File: src/rtl/sram_rw_port_ctrl.sv
// Requester-side controller for a single-port RW0 SRAM macro: valid/ready request stream
// in, SRAM strobes out, one-cycle read data captured into a credit-bounded response FIFO.

module sram_rw_rsp_fifo #(
  parameter int DEPTH  = 2,
  parameter int DATA_W = 256,
  parameter int CNT_W  = $clog2(DEPTH + 1)
) (
  input  logic              clk_i,
  input  logic              rst_ni,
  input  logic              push_i,
  input  logic [DATA_W-1:0] data_i,
  input  logic              pop_i,
  output logic [DATA_W-1:0] head_o,
  output logic [CNT_W-1:0]  cnt_o
);
  localparam int PTR_W = (DEPTH > 1) ? $clog2(DEPTH) : 1;

  logic [DEPTH-1:0][DATA_W-1:0] mem_q;
  logic [PTR_W-1:0]             wptr_q, wptr_d, rptr_q, rptr_d;
  logic [CNT_W-1:0]             cnt_q, cnt_d;

  function automatic logic [PTR_W-1:0] ptr_inc(input logic [PTR_W-1:0] p);
    return (p == PTR_W'(DEPTH - 1)) ? '0 : p + PTR_W'(1);
  endfunction

  always_comb begin
    wptr_d = wptr_q;
    rptr_d = rptr_q;
    cnt_d  = cnt_q;
    if (push_i) wptr_d = ptr_inc(wptr_q);
    if (pop_i)  rptr_d = ptr_inc(rptr_q);
    case ({push_i, pop_i})
      2'b10:   cnt_d = cnt_q + CNT_W'(1);
      2'b01:   cnt_d = cnt_q - CNT_W'(1);
      default: cnt_d = cnt_q;
    endcase
  end

  always_ff @(posedge clk_i or negedge rst_ni) begin
    if (!rst_ni) begin
      wptr_q <= '0;
      rptr_q <= '0;
      cnt_q  <= '0;
    end else begin
      wptr_q <= wptr_d;
      rptr_q <= rptr_d;
      cnt_q  <= cnt_d;
    end
  end

  // Payload needs no reset: it is only observed when the count says it is live.
  always_ff @(posedge clk_i) begin
    if (push_i) mem_q[wptr_q] <= data_i;
  end

  assign head_o = mem_q[rptr_q];
  assign cnt_o  = cnt_q;
endmodule

module sram_rw_port_ctrl #(
  parameter int ADDR_W    = 9,
  parameter int DATA_W    = 256,
  parameter int MASK_W    = 32,
  parameter int RSP_DEPTH = 2
) (
  input  logic              clk_i,
  input  logic              rst_ni,
  input  logic              req_valid_i,
  output logic              req_ready_o,
  input  logic              req_we_i,
  input  logic [ADDR_W-1:0] req_addr_i,
  input  logic [MASK_W-1:0] req_be_i,
  input  logic [DATA_W-1:0] req_wdata_i,
  output logic              rsp_valid_o,
  input  logic              rsp_ready_i,
  output logic [DATA_W-1:0] rsp_rdata_o,
  output logic              sram_en_o,
  output logic              sram_wmode_o,
  output logic [ADDR_W-1:0] sram_addr_o,
  output logic [MASK_W-1:0] sram_wmask_o,
  output logic [DATA_W-1:0] sram_wdata_o,
  input  logic [DATA_W-1:0] sram_rdata_i,
  output logic              idle_o
);
  localparam int CNT_W = $clog2(RSP_DEPTH + 1);

  logic              inflight_q, inflight_d;
  logic              fire;
  logic              push, pop;
  logic [DATA_W-1:0] head;
  logic [CNT_W-1:0]  cnt;
  logic [CNT_W:0]    credit;
  logic              empty;

  // A read only issues if its response already has a guaranteed FIFO slot.
  assign credit      = {1'b0, cnt} + (CNT_W + 1)'(inflight_q);
  assign req_ready_o = rst_ni && (credit < (CNT_W + 1)'(RSP_DEPTH));
  assign fire        = req_valid_i && req_ready_o;

  assign sram_en_o    = fire;
  assign sram_wmode_o = req_we_i;
  assign sram_addr_o  = req_addr_i;
  assign sram_wdata_o = req_wdata_i;
  assign sram_wmask_o = (fire && req_we_i) ? req_be_i : '0;

  assign inflight_d = fire && !req_we_i;

  always_ff @(posedge clk_i or negedge rst_ni) begin
    if (!rst_ni) inflight_q <= 1'b0;
    else         inflight_q <= inflight_d;
  end

  assign empty = (cnt == '0);

  // Fresh SRAM data bypasses an empty FIFO; otherwise it queues behind older responses.
  always_comb begin
    push        = 1'b0;
    pop         = 1'b0;
    rsp_valid_o = 1'b0;
    rsp_rdata_o = '0;
    if (inflight_q) begin
      rsp_valid_o = 1'b1;
      if (empty) begin
        rsp_rdata_o = sram_rdata_i;
        push        = !rsp_ready_i;
      end else begin
        rsp_rdata_o = head;
        push        = 1'b1;
        pop         = rsp_ready_i;
      end
    end else if (!empty) begin
      rsp_valid_o = 1'b1;
      rsp_rdata_o = head;
      pop         = rsp_ready_i;
    end
  end

  sram_rw_rsp_fifo #(
    .DEPTH  (RSP_DEPTH),
    .DATA_W (DATA_W),
    .CNT_W  (CNT_W)
  ) u_rsp_fifo (
    .clk_i  (clk_i),
    .rst_ni (rst_ni),
    .push_i (push),
    .data_i (sram_rdata_i),
    .pop_i  (pop),
    .head_o (head),
    .cnt_o  (cnt)
  );

  assign idle_o = !inflight_q && empty;
endmodule

File: config.mk
export PLATFORM = sky130hd
export DESIGN_NAME = sram_rw_port_ctrl
export DESIGN_NICKNAME = d
export VERILOG_FILES = /design/src/rtl/sram_rw_port_ctrl.sv
export SDC_FILE = /design/constraint.sdc
export NUM_CORES = 1
export LEC_CHECK = 0
export ABC_AREA = 1
export CORE_AREA = 10 10 423 425
export CTS_CLUSTER_SIZE = 8
export DETAILED_ROUTE_END_ITERATION = 8
export DIE_AREA = 0 0 433 435
export PLACE_DENSITY = 0.46
export SETUP_SLACK_MARGIN = 0.02
export SYNTH_ARGS = -nofsm -noshare
export SYNTH_HDL_FRONTEND = slang
export SYNTH_SLANG_ARGS = --single-unit
export TNS_END_PERCENT = 100
File: constraint.sdc
create_clock -name clk_i -period 12.86 [get_ports clk_i]
set_input_delay 1.929 -clock clk_i [delete_from_list [all_inputs] [get_ports clk_i]]
set_output_delay 1.929 -clock clk_i [all_outputs]
set_load 0.02 [all_outputs]
== Word-level counts from Yosys, hierarchy flattened ==
Cells that the tools add are included.
Word-level totals
  input bits: 558
  flip-flop bits (word level): 517
  output and inout port bits: 558
Cells by class
  add/sub/neg operators: 5
  reduce and logical (&&, ||, !) cells: 11
  equality and inequality tests: 2
  mux-type cells: 17
  $lt $le $gt $ge: 4
Operators by type and width (number)
  256-bit 2-to-1 mux: 6
  512-bit bitwise mux: 1
  256-bit demux with 1-bit select: 1
  32-bit 2-to-1 mux: 1
  1-bit 2-to-1 mux: 7
  1-bit logical AND: 6
  1-bit by 2-bit < comparator with 1-bit output (second input constant): 2
  2-bit case mux with 2 select lines: 1
  2-bit by 1-bit adder with 3-bit output: 1
  1-bit zero test: 3
  3-bit by 2-bit < comparator with 1-bit output (second input constant): 1
  1-bit adder (second input constant): 2
  2-bit by 1-bit adder with 2-bit output (second input constant): 1
  2-bit by 1-bit equality test with 1-bit output (second input constant): 1
  2-bit equality test (second input constant): 1
  2-bit zero test: 1
  2-bit nonzero test: 1
  2-bit by 1-bit subtractor with 2-bit output (second input constant): 1
  1-bit greater-or-equal comparator (second input constant): 1

== Logic depth before layout (Yosys ltp) ==
Gate-level depths: netlist of run 1.
  depth after elaboration: 6
  mapped depth: 10

== By module ==
A second synthesis of run 1 with hierarchy kept.
Unflattened totals
  cell total of the unflattened synthesis: 2563
  area, all modules: 25275.5 um2
By module, submodules not included
  sram_rw_rsp_fifo: times used 1, cells each 1359, area an instance 19303.5 um2, seq. area each 15474.8 um2
  sram_rw_port_ctrl: times used 1, cells each 1204, area an instance 5972.0 um2, seq. area each 25.0 um2

== Least setup slack after synthesis of run 1 ==
OpenSTA, ideal clock, no wires.
  kind: input-to-reg
  start: input port rsp_ready_i
  end: register u_rsp_fifo.mem_q[256] (netlist name) (enable)
  arrival: 12.687 ns
  library setup time: 0.877 ns
  setup slack: -0.704 ns
  data required time: 11.983 ns
  path buffers: 0
  stages: 3
  cells stage by stage: nand2_1 -> nand2_1 -> nor2_1
On the way
  word-level cells in the longest chain between the ends: 3
RTL lines
  from (decl): line 76  | input logic rsp_ready_i,
  1-bit zero test: line 126  | push = !rsp_ready_i;
  1-bit 2-to-1 mux: line 124  | if (empty) begin
  1-bit 2-to-1 mux: line 122  | if (inflight_q) begin
  to (signal, indexed assignment): line 54  | if (push_i) mem_q[wptr_q] <= data_i;
  to (decl): line 19  | logic [DEPTH-1:0][DATA_W-1:0] mem_q;
Every way passes these cells.
A chain may end at the register's enable or synchronous reset.

== Worst setup path after layout of run 1 ==
  start: register u_rsp_fifo.cnt_q[0], in the netlist u_rsp_fifo.cnt_o[0]
  end: output port rsp_rdata_o[20]
On the way
  word-level cells in the longest chain between the ends: 3
  elaborated cells on any way between the ends: 4
RTL lines
  from (decl): line 21  | logic [CNT_W-1:0] cnt_q, cnt_d;
  from (signal assigned): line 48  | cnt_q <= cnt_d;
  2-bit zero test *: line 114  | assign empty = (cnt == '0);
  256-bit 2-to-1 mux, on equally long branches: line 132, 124
  256-bit 2-to-1 mux *: line 122
  to (decl): line 77  | output logic [DATA_W-1:0] rsp_rdata_o,
Mark *: on every way between the ends. The rest lies on a longest branch, timed or not.

==> flow_summary_export.csv, run 1 <==
group,metric,value,unit
run_status,outcome,"completed",
clock_network,cts_inserted_buffers,77,
power_and_ir_drop,pwr_density_cell,221,mW/mm²
floorplanning,core.rowCount,152,
placed_design,numPortBuffers,585,
sta,total_neg_setup_slack,0,ns
routing,post_route_ant_nets,0,
sta,rsz_0062_raised_after_global_routing,"false",
routing,dr.pass1.iters,4,
yosys,distinct_cell_type_count_of_the_synthesized_netlist,18,
setup_path,endpoint_kind,"output pin",
floorplanning,die_area,0.188,mm²
clock_network,cts_root_buffer,"sky130_fd_sc_hd__clkbuf_16",
sta,fmax,150,MHz
routing,vias,18470,
power_and_ir_drop,vdd_ir_drop_max,0.000188,V
setup_path,critPathRequiredTime,10.93,ns
yosys,avgSynthCellArea,9.73,µm²
yosys,postSynthNetCount,3125,
setup_path,timing.critical_path.from_type,"flip-flop",
routing,routed_via_density,3.62,
floorplanning,io_pins,1116,
sta,setup_violations,0,
global_routing,grt-ovfl-total,0,
clock_network,cts_num_sinks,517,
clock_network,cts_resized,0,
finish,synthToLayoutAreaGrowth,33.8,%
routing,first_iter_violations,1011,
clock_network,cts_htree_levels,3,
yosys,ys.warnings.count,0,
finish,num-fill-cells,18544,
routing,post_drt_wl_per_cell,24.5,µm
finish,post-route-cell-area,0.0334,mm²
setup_path,crit_path_cell_trace,"nor2_4 > buf_12 > buf_4 > buf_4 > nand3_1 > o21ai_1 > clkdlybuf4s50_1",
run,timing.max_cap.violations,0,
finish,finalNetCount,3398,
routing,routed_wirelength,125,mm
yosys,synthesis.instances,2566,
floorplanning,floorplan.die.height,435,µm
clock_network,worst_setup_hold_path_clk_slew,0.05,ns
sta,relSlewSlack,0.316,
sta,finalClockSkew,0.0486,ns
floorplanning,design.core.area,0.171,mm²
setup_path,most_numerous_cell_on_the_critical_path,"sky130_fd_sc_hd__buf_4",
placed_design,hpwlAfterDp,93.7,mm
global_routing,via_count_of_the_first_global_routing_pass,18194,
global_routing,grt_util_all_layers,0.127,
yosys,netlist_area,0.0250,mm²
clock_network,ctsHoldBuffers,0,
yosys,yosys_register_bits,517,
finish,post_route_cells_drive_above_1_share,0.0392,
clock_network,insertion_delay,0.69,ns
global_routing,grt_first_pass_wirelength,165,mm
clock_network,post_cts.repair.setup_buffers,0,
worst_hold_path,hold_path_class,"flip-flop to flip-flop",
floorplanning,initial_core_util,0.146,
setup_path,cp_max_fo,129,
setup_path,cp.arrival,4.74,ns
global_routing,grt_antenna_before_repair,17,
yosys,yosysSeqAreaShare,0.621,
sta,part_of_the_cycle_the_worst_path_needs,0.519,
placed_design,instance_area_at_placement,0.0312,mm²
setup_path,worst_path_cell_with_the_longest_stage_delay,"sky130_fd_sc_hd__buf_4",
power_and_ir_drop,leakage_power_figure,12.5,nW
sta,timing.final.hold_violations,0,
sta,final_period_minus_worst_setup_slack,6.67,ns
routing,post-route-drc-count,0,
sta,timing_worst_slew_pin_value,1.03,ns
setup_path,cp_slowest_stage_delay,0.83,ns
placed_design,routabilityCongestion,0.853,
setup_path,worstSetupPathType,"flip-flop to output pin",
clock_network,tritoncts,"yes",
floorplanning,chipWidth,433,µm
sta,final_max_slew_viol_count,0,
global_routing,grt_max_degree,200,
clock_network,bufs_on_longest_clock_path,3,
## state kept, by name, indices dropped and copies added (netlist names)
signal	cells
u_rsp_fifo.rptr_q	1
inflight_q	1
u_rsp_fifo.mem_q	512
u_rsp_fifo.wptr_q	1
u_rsp_fifo.cnt_o	2
## per-layer routing
metal | vias up | track usage | routed length (µm)
met5 | - | 0.00205 | 58
met4 | 4 | 0.0956 | 10400
li1 | 8650 | - | -
met3 | 280 | 0.0631 | 14200
met1 | 8698 | 0.0951 | 32700
met2 | 838 | 0.239 | 67700
## per-stage QoR
| step | utilization | hold WS (ns) | std cells | total power, mW | worst slack, ns |
|---|---|---|---|---|---|
| floorplan | - | 0.442 | 2566 | 3.97 | 3.64 |
| global placement | 0.183 | 0.456 | 4993 | 5.62 | 6.24 |
| detailed placement | 0.183 | 0.474 | 4993 | 5.61 | 6.22 |
| CTS | 0.196 | 0.486 | 5090 | 7.56 | 6.18 |
| global route | 0.196 | 0.507 | 5101 | 7.79 | 5.91 |
| finish | 0.196 | 0.480 | 5102 | 7.39 | 6.19 |
## power by group
part           total (mW)  switching [mW]  internal (mW)
registers            1.99          0.0293           1.96
logic                3.51            2.24           1.27
clock network        1.89           0.771           1.12
total                7.39            3.04           4.35
## cell usage in the layout, fill, tap and decap left out, drive strengths merged
cell and n:
edfxtp 512, xnor2 1, diode 12, nor2 294, nand3 258, o21ai 257
nor3 1, clkdlybuf4s50 585, dfrtp 5, buf 19, ha 1, clkbuf 85
inv 303, clkinv 8, nand4 2, nand2 524, bufinv 2
## worst paths after layout
kind	from	to	slack, ns	depth (start not counted)
worst max-delay path	u_rsp_fifo.cnt_o[0]	rsp_rdata_o[20]	6.19	7
worst min-delay path	u_rsp_fifo.wptr_q	u_rsp_fifo.wptr_q	0.48	2
worst max register to register	inflight_q	u_rsp_fifo.mem_q[89]	8.99	4
worst min register to register	u_rsp_fifo.wptr_q	u_rsp_fifo.wptr_q	0.48	2
max in group asynchronous	rst_ni	inflight_q	11.06	1
min in group asynchronous	rst_ni	u_rsp_fifo.rptr_q	1.49	1
## cell families after synthesis
logic type | count (synthesis) | share of synthesized area
xor+xnor | 1 | 0.000351
compound gates | 257 | 0.0515
simple gates | 1079 | 0.176
fa+ha+maj | 1 | 0.000501
buf+inv | 711 | 0.151
flops | 517 | 0.621
## worst max-delay path, delay by kind of cell, from the launching register on
kind            cells  cell delay (ns)
compound gates      1             0.20
buf+inv             4             2.64
flops               1             0.45
simple gates        2             0.38
## synthesized netlist by cell type
cell type | n | area share
sky130_fd_sc_hd__buf_2 | 59 | 0.012
sky130_fd_sc_hd__edfxtp_1 | 512 | 0.62
sky130_fd_sc_hd__inv_1 | 299 | 0.045
sky130_fd_sc_hd__clkbuf_1 | 70 | 0.011
sky130_fd_sc_hd__nor3_1 | 1 | 0.00020
sky130_fd_sc_hd__nand3_1 | 258 | 0.052
sky130_fd_sc_hd__dfrtp_1 | 5 | 0.0050
sky130_fd_sc_hd__xnor2_1 | 1 | 0.00035
sky130_fd_sc_hd__nand2_1 | 524 | 0.079
sky130_fd_sc_hd__buf_1 | 7 | 0.0011
sky130_fd_sc_hd__buf_4 | 274 | 0.082
sky130_fd_sc_hd__o21ai_1 | 220 | 0.044
sky130_fd_sc_hd__nor2_4 | 1 | 0.00045
sky130_fd_sc_hd__nand4_1 | 2 | 0.00050
sky130_fd_sc_hd__inv_2 | 2 | 0.00030
sky130_fd_sc_hd__nor2_1 | 293 | 0.044
sky130_fd_sc_hd__ha_1 | 1 | 0.00050
sky130_fd_sc_hd__o21ai_0 | 37 | 0.0074
## area by class of cell
class | instances | area, µm² | area share
tap | 2233 | 2790 | 0.0837
timing repair buffer | 604 | 6050 | 0.181
clock buffer | 85 | 1980 | 0.0592
clock inverter | 12 | 189 | 0.00566
sequential | 517 | 15500 | 0.464
multi-input combinational | 1338 | 5700 | 0.171
inverter | 301 | 1150 | 0.0345
antenna | 12 | 30.0 | 0.000899
(Power assumes the default switching activity.)
==> run 2: changes to the inputs <==
==> constraint.sdc (replaced) <==
create_clock -name clk_i -period 5.7 [get_ports clk_i]
set_input_delay 0.855 -clock clk_i [delete_from_list [all_inputs] [get_ports clk_i]]
set_output_delay 0.855 -clock clk_i [all_outputs]
set_load 0.02 [all_outputs]
==> run 2 against run 1 <==
Net effect: core utilization rose by 0.19 points; clock skew decreased by 0.016 ns; combinational power increased by 130%; global-route usage decreased by 0.059 points; sequential share of layout area fell by 0.46 points; non-clock buffer count grew 12; largest cell class unchanged; highest routed layer unchanged.
==> flow_summary_export.csv, run 2 (synthesis results as in run 1) <==
group,metric,value,unit
run_status,outcome,"completed",
routing,routed_wirelength,125,mm
routing,post-route-drc-count,0,
global_routing,grt_max_degree,156,
sta,final_period_minus_worst_setup_slack,4.47,ns
power_and_ir_drop,leakage_power_figure,12.6,nW
sta,relSlewSlack,0.316,
finish,layout_common_cells,"sky130_fd_sc_hd__clkdlybuf4s50_1 (585), sky130_fd_sc_hd__nand2_1 (524), sky130_fd_sc_hd__edfxtp_1 (512), sky130_fd_sc_hd__inv_1 (298), sky130_fd_sc_hd__nor2_1 (292)",
clock_network,bufs_on_longest_clock_path,3,
clock_network,cts_inserted_buffers,78,
routing,vias,18470,
setup_path,worstSetupPathType,"flip-flop to output pin",
finish,ff_latch_area,0.0155,mm²
placed_design,routabilityCongestion,0.850,
global_routing,via_count_of_the_first_global_routing_pass,18016,
global_routing,grt_antenna_before_repair,15,
placed_design,instance_area_at_placement,0.0314,mm²
routing,routed_via_density,3.60,
finish,post_route_cells_drive_above_1_share,0.0444,
setup_path,critPathRequiredTime,4.85,ns
setup_path,cp.arrival,3.62,ns
global_routing,grt_util_all_layers,0.126,
floorplanning,io_pins,1116,
routing,post_route_ant_nets,0,
finish,num-fill-cells,18591,
floorplanning,chipWidth,433,µm
sta,finalClockSkew,0.0327,ns
routing,post_drt_wl_per_cell,24.5,µm
setup_path,timing.critical_path.from_type,"flip-flop",
routing,dr.pass1.iters,8,
power_and_ir_drop,pwr_density_cell,504,mW/mm²
finish,top_register,"u_rsp_fifo.mem_q",
setup_path,endpoint_kind,"output pin",
placed_design,detailedPlace.worstSlack,1.86,ns
finish,flip_flop_count_of_the_largest_register_after_layout,512,
setup_path,cp_max_fo,106,
clock_network,worst_setup_hold_path_clk_slew,0.05,ns
setup_path,worst_path_cell_with_the_longest_stage_delay,"sky130_fd_sc_hd__clkdlybuf4s50_1",
placed_design,hpwlAfterDp,94.3,mm
worst_hold_path,hold_path_class,"input port to asynchronous set/reset pin",
clock_network,ctsHoldBuffers,0,
floorplanning,design.core.area,0.171,mm²
global_routing,grt-ovfl-total,0,
clock_network,cts_num_sinks,517,
sta,total_neg_setup_slack,0,ns
setup_path,crit_path_cell_trace,"nor2_4 > inv_8 > buf_4 > nand2_1 > o21ai_1 > clkdlybuf4s50_1",
clock_network,cts_htree_levels,3,
routing,first_iter_violations,1195,
sta,setup_slack_after_layout,1.23,ns
sta,fmax,224,MHz
placed_design,numPortBuffers,585,
run,timing.max_cap.violations,0,
sta,timing.final.hold_violations,0,
clock_network,cts_resized,0,
finish,synthToLayoutAreaGrowth,35.1,%
floorplanning,initial_core_util,0.146,
floorplanning,die_area,0.188,mm²
finish,post-route-cell-area,0.0337,mm²
floorplanning,floorplan.die.height,435,µm
clock_network,tritoncts,"yes",
power_and_ir_drop,vdd_ir_drop_max,0.000262,V
sta,rsz_0062_raised_after_global_routing,"false",
sta,timing_worst_slew_pin_value,1.03,ns
finish,multi_input_area,0.00570,mm²
clock_network,post_cts.repair.setup_buffers,0,
finish,finalNetCount,3411,
global_routing,grt_first_pass_wirelength,164,mm
sta,final_max_slew_viol_count,0,
setup_path,cp_slowest_stage_delay,0.69,ns
floorplanning,core.rowCount,152,
sta,setup_violations,0,
clock_network,cts_root_buffer,"sky130_fd_sc_hd__clkbuf_16",
finish,layout_commonest_cell,"sky130_fd_sc_hd__clkdlybuf4s50_1",
clock_network,insertion_delay,0.67,ns
sta,part_of_the_cycle_the_worst_path_needs,0.784,
## run 2: cell types whose count changed in the layout (fill, tap and decap cells not counted), sizes merged
cell and delta:
clkinv -2, buf +12, clkinvlp +2, clkbuf +10
bufinv +3, inv -2
## run 2: metal layers
layer | vias up | routed length, µm | GRT usage
met5 | - | 212 | 0.00743
met4 | 8 | 8780 | 0.0860
met3 | 271 | 14600 | 0.0637
met2 | 843 | 68400 | 0.240
met1 | 8661 | 33400 | 0.0952
li1 | 8687 | - | -
## run 2: power by group
| group | total (mW) | internal (mW) | switching, mW |
|---|---|---|---|
| Clock | 4.52 | 2.75 | 1.77 |
| Combinational | 7.98 | 2.90 | 5.07 |
| Sequential | 4.50 | 4.43 | 0.0700 |
| Total | 17.0 | 10.1 | 6.92 |
## run 2: area by class of cell
cell class,instances,area share
multi-input combinational,1338,0.169
clock buffer,95,0.0610
timing repair buffer,616,0.185
sequential,517,0.460
inverter,301,0.0341
antenna,12,0.000890
clock inverter,13,0.00790
tap,2233,0.0828
## run 2: final timing paths
check,startpoint,end,cells after the start,slack (ns)
worst max-delay path,u_rsp_fifo.cnt_o[0],rsp_rdata_o[60],6,1.23
worst min-delay path,rst_ni,inflight_q,1,0.45
worst max register to register,u_rsp_fifo.cnt_o[0],u_rsp_fifo.mem_q[129],6,2.53
worst min register to register,u_rsp_fifo.wptr_q,u_rsp_fifo.wptr_q,2,0.47
max in group asynchronous,rst_ni,inflight_q,1,5.00
min in group clk_i,u_rsp_fifo.wptr_q,u_rsp_fifo.wptr_q,2,0.47
## run 2: per-stage QoR
| step | instances | power (mW) | hold slack, ns | util |
|---|---|---|---|---|
| floorplan | 2566 | 8.94 | 0.442 | - |
| global placement | 5005 | 12.7 | 0.455 | 0.184 |
| detailed placement | 5005 | 12.7 | 0.462 | 0.184 |
| CTS | 5113 | 17.4 | 0.382 | 0.198 |
| global route | 5125 | 17.9 | 0.423 | 0.198 |
| finish | 5125 | 17.0 | 0.454 | 0.198 |
## run 2: worst max-delay path, delay by kind of cell, from the launching register on
family | cells | cell delay, ns
flip-flops | 1 | 0.47
AND/OR/NAND/NOR | 2 | 0.20
buffers and inverters | 3 | 1.86
AO/OA/AOI/OAI | 1 | 0.36
==> run 3: changes to the inputs <==
--- a/config.mk
+++ b/config.mk
@@ -10,7 +10,7 @@
 export CTS_CLUSTER_SIZE = 8
 export DETAILED_ROUTE_END_ITERATION = 8
 export DIE_AREA = 0 0 433 435
-export PLACE_DENSITY = 0.46
+export PLACE_DENSITY = 0.45
 export SETUP_SLACK_MARGIN = 0.02
 export SYNTH_ARGS = -nofsm -noshare
 export SYNTH_HDL_FRONTEND = slang
==> constraint.sdc (replaced) <==
create_clock -name clk_i -period 4.14 [get_ports clk_i]
set_input_delay 0.621 -clock clk_i [delete_from_list [all_inputs] [get_ports clk_i]]
set_output_delay 0.621 -clock clk_i [all_outputs]
set_load 0.02 [all_outputs]
==> run 3 against run 2 <==
Net effect: non-clock buffer count increased by 24; setup slack got worse by 0.93 ns; clock power increased by 27%; global-route usage about the same; worst hold slack got worse by 0.23 ns; critical endpoint is now rsp_rdata_o[90].
==> flow_summary_export.csv, run 3 (synthesis results as in run 1) <==
group,metric,value,unit
floorplanning,chipWidth,433,µm
global_routing,grt_first_pass_wirelength,165,mm
sta,part_of_the_cycle_the_worst_path_needs,0.929,
placed_design,hpwlAfterDp,96.8,mm
routing,post_drt_wl_per_cell,24.4,µm
sta,rsz_0062_raised_after_global_routing,"false",
routing,post_route_ant_nets,0,
routing,vias,18488,
setup_path,r2r_endpoint,"u_rsp_fifo.mem_q[150]",
clock_network,cts_num_sinks,517,
clock_network,cts_htree_levels,3,
global_routing,grt_util_all_layers,0.126,
global_routing,grt_antenna_before_repair,11,
clock_network,insertion_delay,0.66,ns
global_routing,grt_max_degree,136,
setup_path,endpoint_kind,"output pin",
sta,fmax,260,MHz
floorplanning,floorplan.die.height,435,µm
sta,final_max_slew_viol_count,0,
setup_path,path_buf_inv,2,
setup_path,timing.critical_path.from_type,"flip-flop",
setup_path,critical_path.reg2reg.startpoint,"u_rsp_fifo.cnt_o[1]",
finish,flip_flop_count_of_the_largest_register_after_layout,512,
power_and_ir_drop,pwr-share-clk,0.248,
floorplanning,io_pins,1116,
finish,synthToLayoutAreaGrowth,35.5,%
setup_path,cp_slowest_stage_delay,0.67,ns
finish,finish.utilization,0.198,
sta,timing_worst_slew_pin_value,1.14,ns
global_routing,via_count_of_the_first_global_routing_pass,18003,
finish,finalNetCount,3434,
global_routing,grt-ovfl-total,0,
setup_path,crit_family,"buffers and inverters",
finish,final_cell_count_no_fill,5130,
setup_path,critPathRequiredTime,3.52,ns
routing,routed_via_density,3.60,
floorplanning,die_area,0.188,mm²
clock_network,cts_inserted_buffers,77,
clock_network,ctsHoldBuffers,0,
sta,total_neg_setup_slack,0,ns
setup_path,worstSetupPathType,"flip-flop to output pin",
power_and_ir_drop,share_seq_of_total_power,0.267,
sta,timing.final.hold_violations,0,
power_and_ir_drop,power_frac_comb,0.485,
routing,routed_wirelength,125,mm
setup_path,rrSetupSlack,1.43,ns
placed_design,routabilityCongestion,0.864,
setup_path,cp_max_fo,135,
clock_network,worst_setup_hold_path_clk_slew,0.05,ns
setup_path,crit_path_cell_trace,"nor2_4 > buf_12 > nand3_1 > o21ai_1 > clkdlybuf4s50_1",
floorplanning,core.rowCount,152,
power_and_ir_drop,power.switching_fraction,0.410,
clock_network,cts_resized,0,
placed_design,instance_area_at_placement,0.0317,mm²
run,timing.max_cap.violations,0,
power_and_ir_drop,pwr_density_cell,685,mW/mm²
power_and_ir_drop,leakage_power_figure,12.7,nW
floorplanning,design.core.area,0.171,mm²
sta,setup_violations,0,
routing,post-route-drc-count,0,
finish,top_register,"u_rsp_fifo.mem_q",
clock_network,cts_root_buffer,"sky130_fd_sc_hd__clkbuf_16",
sta,finalClockSkew,0.0196,ns
finish,layout_commonest_cell,"sky130_fd_sc_hd__clkdlybuf4s50_1",
routing,first_iter_violations,1013,
routing,dr.pass1.iters,4,
clock_network,bufs_on_longest_clock_path,3,
placed_design,dp.cells,5029,
power_and_ir_drop,power.internal,13.7,mW
floorplanning,initial_core_util,0.146,
setup_path,r2r.worst_path.cells,6,
finish,layout_common_cells,"sky130_fd_sc_hd__clkdlybuf4s50_1 (585), sky130_fd_sc_hd__nand2_1 (523), sky130_fd_sc_hd__edfxtp_1 (512), sky130_fd_sc_hd__inv_1 (298), sky130_fd_sc_hd__nor2_1 (292)",
setup_path,worst_path_cell_with_the_longest_stage_delay,"sky130_fd_sc_hd__clkdlybuf4s50_1",
setup_path,cp.arrival,3.22,ns
clock_network,tritoncts,"yes",
placed_design,numPortBuffers,585,
finish,num-fill-cells,18562,
worst_hold_path,hold_path_class,"input port to asynchronous set/reset pin",
sta,relSlewSlack,0.240,
clock_network,post_cts.repair.setup_buffers,0,
run_status,outcome,"completed",
power_and_ir_drop,power_switching,9.49,mW
power_and_ir_drop,vdd_ir_drop_max,0.000629,V
finish,post_route_cells_drive_above_1_share,0.0515,
sta,final_period_minus_worst_setup_slack,3.85,ns
finish,post-route-cell-area,0.0338,mm²
run 3: changes by cell type in the layout (fill, tap and decap cells not counted), moves of 2 or more:
cell / delta
sky130_fd_sc_hd__buf_12: +12
sky130_fd_sc_hd__clkbuf_1: -10
sky130_fd_sc_hd__bufinv_16: -4
sky130_fd_sc_hd__clkinv_1: +2
sky130_fd_sc_hd__clkbuf_16: -2
sky130_fd_sc_hd__inv_6: +2
sky130_fd_sc_hd__diode_2: -6
sky130_fd_sc_hd__buf_4: +12
sky130_fd_sc_hd__clkinv_16: -2
run 3: routing by layer:
| layer | global-route usage | share of wire |
|---|---|---|
| met5 | 0.00487 | 0.0011 |
| met4 | 0.0725 | 0.059 |
| met3 | 0.0635 | 0.12 |
| met2 | 0.247 | 0.56 |
| met1 | 0.0963 | 0.26 |
run 3: worst max path at each step:
| stage | from | endpoint | cells after the start |
|---|---|---|---|
| floorplan | u_rsp_fifo.cnt_o[1] | u_rsp_fifo.mem_q[0] | 5 |
| global placement | rst_ni | sram_wmask_o[17] | 7 |
| detailed placement | rst_ni | sram_wmask_o[16] | 7 |
| CTS | u_rsp_fifo.rptr_q | rsp_rdata_o[88] | 5 |
| global route | u_rsp_fifo.rptr_q | rsp_rdata_o[88] | 5 |
| finish | u_rsp_fifo.cnt_o[1] | rsp_rdata_o[90] | 5 |
run 3: power groups by stage:
stage | combinational [mW] | sequential [mW] | clock, mW
floorplan | 6.03 | 6.30 | 0
global placement | 11.5 | 6.27 | 0
detailed placement | 11.5 | 6.27 | 0
CTS | 11.5 | 6.17 | 5.99
global route | 12.1 | 6.19 | 6.17
finish | 11.2 | 6.17 | 5.75
run 3: worst register-to-register path: cells and delay by family (launching register included):
kind | cells | cell delay (ns)
buffers and inverters | 3 | 1.33
DFF | 1 | 0.43
and+or+nand+nor | 3 | 0.47
run 3: through the flow:
step	hold slack (ns)	worst slack, ns	power (mW)
4_1_cts	0.155	0.216	23.7
3_3_place_gp	0.473	0.846	17.8
5_1_grt	0.186	0.139	24.4
6_report	0.225	0.295	23.2
3_5_place_dp	0.465	0.821	17.8
2_1_floorplan	0.325	-0.930	12.3
run 3: final cells by class:
type | instances | area, µm² | area share
Antenna cell | 6 | 15.0 | 0.000444
Clock buffer | 83 | 1970 | 0.0583
Clock inverter | 12 | 120 | 0.00355
Inverter | 301 | 1150 | 0.0340
Multi-Input combinational cell | 1338 | 5720 | 0.169
Sequential cell | 517 | 15500 | 0.458
Tap cell | 2233 | 2790 | 0.0826
Timing Repair Buffer | 640 | 6560 | 0.194
